==> src/rtl/front_panel_jam_seq.sv <==
// Front-panel EXAMINE / EXAMINE NEXT / DEPOSIT / DEPOSIT NEXT sequencer.
// Jams JMP <addr> or NOP bytes into the CPU instruction stream on successive
// read strobes, issues panel memory writes, and tracks the panel address.
module front_panel_jam_seq #(
  parameter int                DATA_W     = 8,
  parameter int                ADDR_W     = 16,
  parameter logic [DATA_W-1:0] JMP_OPCODE = DATA_W'(8'hC3),
  parameter logic [DATA_W-1:0] NOP_OPCODE = DATA_W'(8'h00),
  parameter int                NOP_CYCLES = 1
) (
  input  logic              clk,
  input  logic              reset,
  input  logic              cmd_valid,
  input  logic [1:0]        cmd_op,
  input  logic [ADDR_W-1:0] addr_sw,
  input  logic [DATA_W-1:0] data_sw,
  input  logic              rd,
  output logic              cmd_ready,
  output logic              busy,
  output logic              jam_en,
  output logic [DATA_W-1:0] data_out,
  output logic              mem_wr,
  output logic [ADDR_W-1:0] mem_waddr,
  output logic [DATA_W-1:0] mem_wdata,
  output logic [ADDR_W-1:0] panel_addr,
  output logic              done
);

  localparam int NBYTES = ADDR_W / 8;
  localparam int IDX_W  = (NBYTES > 1) ? $clog2(NBYTES) : 1;
  localparam int CNT_W  = (NOP_CYCLES > 1) ? $clog2(NOP_CYCLES) : 1;
  localparam logic [IDX_W-1:0] IDX_LAST = IDX_W'(NBYTES - 1);
  localparam logic [CNT_W-1:0] CNT_LAST = CNT_W'(NOP_CYCLES - 1);

  localparam logic [2:0] S_IDLE     = 3'd0;
  localparam logic [2:0] S_JAM_OP   = 3'd1;
  localparam logic [2:0] S_JAM_ADDR = 3'd2;
  localparam logic [2:0] S_JAM_NOP  = 3'd3;
  localparam logic [2:0] S_REL      = 3'd4;
  localparam logic [2:0] S_DEP      = 3'd5;
  localparam logic [2:0] S_FIN      = 3'd6;

  localparam logic [1:0] OP_EXAM     = 2'b00;
  localparam logic [1:0] OP_EXAM_NXT = 2'b01;
  localparam logic [1:0] OP_DEP      = 2'b10;
  localparam logic [1:0] OP_DEP_NXT  = 2'b11;

  logic [2:0]        r_state;
  logic              r_rd_q;
  logic [ADDR_W-1:0] r_addr;
  logic [DATA_W-1:0] r_data;
  logic [1:0]        r_op;
  logic [IDX_W-1:0]  r_idx;
  logic [CNT_W-1:0]  r_nop_cnt;
  logic              r_jam_en;
  logic [DATA_W-1:0] r_data_out;
  logic [ADDR_W-1:0] r_panel;
  logic [ADDR_W-1:0] r_waddr;
  logic [DATA_W-1:0] r_wdata;
  logic              w_rd_rise;

  // Byte idx of the address, LSB first, zero-extended onto the data bus.
  function automatic logic [DATA_W-1:0] addr_byte(input logic [ADDR_W-1:0] a,
                                                  input logic [IDX_W-1:0]  idx);
    return DATA_W'(8'(a >> (8 * idx)));
  endfunction

  assign w_rd_rise = rd & ~r_rd_q;

  // Sequencer: command acceptance, byte jamming, release and deposit.
  always_ff @(posedge clk) begin
    if (reset) begin
      r_state    <= S_IDLE;
      r_rd_q     <= 1'b0;
      r_addr     <= '0;
      r_data     <= '0;
      r_op       <= '0;
      r_idx      <= '0;
      r_nop_cnt  <= '0;
      r_jam_en   <= 1'b0;
      r_data_out <= '0;
      r_panel    <= '0;
      r_waddr    <= '0;
      r_wdata    <= '0;
    end else begin
      // rd_q tracks rd unconditionally so a level already high at acceptance
      // never looks like a fresh read.
      r_rd_q <= rd;
      case (r_state)
        S_IDLE: begin
          if (cmd_valid) begin
            r_addr    <= addr_sw;
            r_data    <= data_sw;
            r_op      <= cmd_op;
            r_idx     <= '0;
            r_nop_cnt <= '0;
            case (cmd_op)
              OP_EXAM: begin
                r_state    <= S_JAM_OP;
                r_jam_en   <= 1'b1;
                r_data_out <= JMP_OPCODE;
              end
              OP_DEP: begin
                r_state <= S_DEP;
                r_waddr <= r_panel;
                r_wdata <= data_sw;
              end
              default: begin
                r_state    <= S_JAM_NOP;
                r_jam_en   <= 1'b1;
                r_data_out <= NOP_OPCODE;
              end
            endcase
          end
        end
        S_JAM_OP: begin
          if (w_rd_rise) begin
            r_state    <= S_JAM_ADDR;
            r_idx      <= '0;
            r_data_out <= addr_byte(r_addr, '0);
          end
        end
        S_JAM_ADDR: begin
          if (w_rd_rise) begin
            if (r_idx == IDX_LAST) begin
              r_state <= S_REL;
            end else begin
              r_idx      <= r_idx + 1'b1;
              r_data_out <= addr_byte(r_addr, r_idx + 1'b1);
            end
          end
        end
        S_JAM_NOP: begin
          if (w_rd_rise) begin
            if (r_nop_cnt == CNT_LAST) begin
              r_state <= S_REL;
            end else begin
              r_nop_cnt <= r_nop_cnt + 1'b1;
            end
          end
        end
        S_REL: begin
          // Keep driving the last byte until the CPU finishes the read.
          if (!rd) begin
            r_jam_en   <= 1'b0;
            r_data_out <= '0;
            case (r_op)
              OP_EXAM: begin
                r_panel <= r_addr;
                r_state <= S_FIN;
              end
              OP_DEP_NXT: begin
                r_panel <= r_panel + 1'b1;
                r_waddr <= r_panel + 1'b1;
                r_wdata <= r_data;
                r_state <= S_DEP;
              end
              default: begin
                r_panel <= r_panel + 1'b1;
                r_state <= S_FIN;
              end
            endcase
          end
        end
        S_DEP:   r_state <= S_FIN;
        S_FIN:   r_state <= S_IDLE;
        default: r_state <= S_IDLE;
      endcase
    end
  end

  assign cmd_ready  = (r_state == S_IDLE);
  assign busy       = (r_state != S_IDLE);
  assign mem_wr     = (r_state == S_DEP);
  assign done       = (r_state == S_FIN);
  assign jam_en     = r_jam_en;
  assign data_out   = r_data_out;
  assign mem_waddr  = r_waddr;
  assign mem_wdata  = r_wdata;
  assign panel_addr = r_panel;

endmodule

==> config.mk <==
export PLATFORM = sky130hd
export DESIGN_NAME = front_panel_jam_seq
export DESIGN_NICKNAME = d
export VERILOG_FILES = /design/src/rtl/front_panel_jam_seq.sv
export SDC_FILE = /design/constraint.sdc
export NUM_CORES = 1
export LEC_CHECK = 0
export ABC_AREA = 1
export CORE_MARGIN = 3
export CORE_UTILIZATION = 51
export CTS_CLUSTER_DIAMETER = 150
export DETAILED_ROUTE_END_ITERATION = 8
export HOLD_SLACK_MARGIN = 0.08
export PLACE_DENSITY_LB_ADDON = 0.15
export SYNTH_ARGS = -nofsm -noshare
export SYNTH_HDL_FRONTEND = slang
export SYNTH_SLANG_ARGS = --single-unit
==> constraint.sdc <==
create_clock -name clk -period 1.71 [get_ports clk]
set_input_delay 0.342 -clock clk [delete_from_list [all_inputs] [get_ports clk]]
set_output_delay 0.342 -clock clk [all_outputs]
set_load 0.005 [all_outputs]
* Yosys cells after proc, flatten, opt, wreduce, memory -nomap -nowiden
Cells that the tools add are included.
Widths: inputs -> output; s select.
** Word-level totals
- Output and inout port bits :: 53
- Register bits :: 81
- Word-level logic and storage cells :: 94
- Bits of input ports :: 30
** Operators by class
- Muxes and demuxes :: 40
- Reduce and logical (&&, ||, !) cells :: 16
- Add/sub/neg operators :: 3
- Bitwise logic cells :: 3
- Eq/ne operators :: 19
- Shift operators :: 1
** Operators with widths (count)
- $mux 16 :: 5
- $mux 8 :: 9
- $pmux 16 s2 :: 1
- $pmux 8 s2 :: 2
- $pmux 8 s4 :: 1
- $mux 3 :: 7
- $ne 2x2->1 const B :: 10
- $pmux 3 s6 :: 1
- $add 16x1->16 const B :: 1
- $shr 16x4->8 :: 1
- $reduce_and 7->1 :: 2
- $eq 3x3->1 const B :: 3
- $mux 1 :: 9
- $reduce_and 4->1 :: 2
- $eq 3x2->1 const B :: 2
- $pmux 3 s2 :: 1
- $reduce_bool 3->1 :: 2
- $reduce_and 5->1 :: 1
- $eq 2x2->1 const B :: 2
- $logic_not 2->1 :: 2
- $pmux 1 s2 :: 2
- $reduce_and 2->1 :: 2
- $reduce_bool 2->1 :: 2
- $reduce_bool 4->1 :: 1
- 9 further kinds :: 11

* Longest topological paths before layout
- Depth in word-level cells :: 5
- Depth in mapped cells :: 11
- Depth with buffers taken out :: 10

* Least setup slack after synthesis
Ideal clock, no wire load.
- Path type :: reg-to-reg
- From :: reg r_panel[0] (netlist: panel_addr[0])
- To :: reg r_waddr[6] (netlist: mem_waddr[6])
- Cell stages (with the launch flop) :: 8
- Period minus slack after synthesis :: 1435 ps
- Required time :: 1594 ps
- Library setup time :: 116 ps
- Path slack :: 275 ps
- Data arrival time :: 1319 ps
- Buffers on the path :: 0
- Path through :: dfxtp_1 > ha_1 > nand3_1 > nor2_1 > xor2_1 > nand2_1 > a21oi_1 > nor2_1
** Between the ends
- Word-level cells in the longest chain between the ends :: 4
** RTL lines
- from (decl) :: line 57 : logic [ADDR_W-1:0] r_panel;
- from (signal assigned) :: line 149 : r_panel <= r_addr;
- from (signal assigned) :: line 153 : r_panel <= r_panel + 1'b1;
- from (signal assigned) :: line 159 : r_panel <= r_panel + 1'b1;
- $add 16x1->16 :: line 154 : r_waddr <= r_panel + 1'b1;
- $mux 16 :: line 147 : case (r_op)
- $mux 16 :: line 144 : if (!rd) begin
- $pmux 16 s2 :: line 89 : case (r_state)
- to (signal assigned) :: line 105 : r_waddr <= r_panel;
- to (signal assigned) :: line 154
- to (decl) :: line 58 : logic [ADDR_W-1:0] r_waddr;
No other way between the ends. The select of a mux whose other input is x is not followed.
A chain may end at the register's enable or synchronous reset.

* Worst setup path after layout
- From :: reg r_panel[12] (netlist: panel_addr[12])
- To :: out panel_addr[12]
** RTL lines
- to (decl) :: line 25 : output logic [ADDR_W-1:0] panel_addr,
No word-level cell between the ends.

==> out/results.ini <==
[run_status]
outcome=complete, no violations

[layout]
antennaDiodeCount=0
post-route-util=0.719
stdcell_area_mm2=0.00536
n_fill_cell=626
synthToLayoutAreaGrowth_pct=33.0
drive_above_1_share=0.117
final_common_cell=nand2_1
final_cell_mix=nand2_1 (142), clkdlybuf4s50_1 (78), o21ai_0 (74)
final_nets=733

[synthesis]
synthesis.area_mm2=0.00403
yosysTopAreaCellShare=0.398
yosysWarnings=0
synth.area.top_cells=dfxtp_1 (40%), nand2_1 (13%), o21ai_0 (9.2%)
synth.avg_cell_area_um2=6.63
synth_cells=607
synth_cell_types=30
seq_area_frac_synth=0.398
ys.flop_type=dfxtp_1
synth-edff-count=0
synth.largest_area_cell=dfxtp_1
async_flop_share=0
ys_seq_elements=80
syn-num-nets=638

[floorplanning]
ios=83
core_mm2=0.00745
num_rows=31
die_w_um=94.9
die_y_um=94.9
dieArea_mm2=0.00900
start_util=0.541

[setup_path]
critPathTopFamily=buffers and inverters
r2r_slack_ps=160
required_ps=1370
start_kind=register
crit_chain=clkdlybuf4s50_1
path_max_fanout=5
arrival_ps=1340
cp.buffers_inverters=1
worst_setup_path_end_kind=output port
max_stage_delay_ps=550
crit_slowest_cell=clkdlybuf4s50_1
crit_type=register to output port

[global_routing]
grt_overflow=0
grt_util_met1=0.324
grt_busiest_layer=met2
antenna_found_initial=0
grtUsageMet3=0.0295
gr-usage-met2=0.398
grt_pass1_wl_um=17300
grt_pass1_vias=3750
grt_util_all_layers=0.242
grt_max_degree=51

[sta]
fin_skew_ps=8.45
period_share=0.983
slew-limit-headroom=0.683
drv_slew=0
worst-slew-pin-transition_ps=475
min_period_ps=1680
setup-violations-final=0
fmax_mhz=595
tns_ps=0
finalHoldViolations=0
rsz0062_at_grt=no

[clocking]
clk_latency_ps=350
cts_made_buffers=9
cts-root-buf=clkbuf_8
clk_pin_slew_ps=90
cts_tree=yes
cts_max_path_buffers=2
clock-sinks=80
cts_max_level=3

[placement]
placed_cell_area_mm2=0.00510
port_buffers=82
dp_hpwl_um=7840
gp_congestion=0.878

[job]
cap_violations=0

[detailed_routing]
routedWlPerCell_um=13.2
via_count=4169
drt_iter0_drc=298
drt_wl_total_um=10700
dr.pass1.iters=5
vias_per_cell=5.17
drc=0
drtAntennaViolNets=0

[worst_hold_path]
min_path_type=register to register

[power]
power.density_mw_per_mm2=1600
power_mw=8.55
peakVddDrop_v=0.00108
p_leak_nw=2.25

-- kinds of logic after synthesis --
logic type,Yosys count,share of synthesized area
AO/OA/AOI/OAI,174,0.220
XOR/XNOR,7,0.0152
adder cells (fa/ha/maj),1,0.00311
buffers and inverters,98,0.101
flip-flops,80,0.398
AND/OR/NAND/NOR,247,0.263
-- metrics by stage --
| step | instances | hold slack, ps | setup WS [ps] |
|---|---|---|---|
| 6_report | 806 | 450 | 28.5 |
| 5_1_grt | 806 | 475 | 3.95 |
| 4_1_cts | 806 | 451 | 8.39 |
| 3_5_place_dp | 789 | 438 | -128 |
| 3_3_place_gp | 789 | 432 | -59.6 |
| 2_1_floorplan | 607 | 425 | 275 |
-- cell type report --
cell class	count	area, µm²	share of cell area
Tap cell	99	124	0.0231
Sequential cell	80	1620	0.303
Clock buffer	10	128	0.0238
Clock inverter	6	92.6	0.0173
Timing Repair Buffer	114	1110	0.207
Inverter	68	260	0.0486
Multi-Input combinational cell	429	2020	0.377
-- power by group --
part / internal (mW) / total (mW) / switching, mW
logic: 1.90 / 4.07 / 2.18
clock network: 0.830 / 1.55 / 0.717
registers: 2.52 / 2.93 / 0.409
-- timing repair --
action	4_1_cts	5_1_grt
setup buffers	1	0
hold buffers	0	0
endpoints found under the setup margin	9	6
gates resized for setup	16	6
cloned	0	0
endpoints found under the hold margin	0	0
-- synthesized netlist by cell type, types with 4 or more instances --
| master | count |
|---|---|
| nand2_1 | 142 |
| dfxtp_1 | 80 |
| o21ai_0 | 74 |
| a21oi_1 | 71 |
| nor2_1 | 65 |
| inv_1 | 59 |
| o21ai_1 | 22 |
| nand3_1 | 20 |
| clkbuf_1 | 16 |
| inv_2 | 9 |
| buf_2 | 6 |
| xor2_1 | 6 |
| buf_4 | 4 |
-- path summary, 6_finish.rpt --
check / endpoint / from / depth (start not counted)
setup / recovery: panel_addr[12] / panel_addr[12] / 1
hold / removal: r_data[6] / r_data[6] / 2
setup reg to reg: data_out[5] / r_state[2] / 9
hold reg to reg: r_data[6] / r_data[6] / 2
-- sequential cells by signal (all words and copies together) (netlist names) --
signal	flops
r_data	8
mem_wdata	8
r_idx	1
jam_en	1
r_rd_q	1
r_state	3
r_addr	16
r_op	2
panel_addr	16
mem_waddr	16
data_out	8
-- metal layers --
| metal | up-vias | part of all wire |
|---|---|---|
| met5 | - | 0 |
| met4 | 0 | 0.019 |
| met3 | 19 | 0.051 |
| met2 | 134 | 0.47 |
| met1 | 1857 | 0.46 |
| li1 | 2159 | - |
No activity file was read; power rests on OpenSTA's default activity.
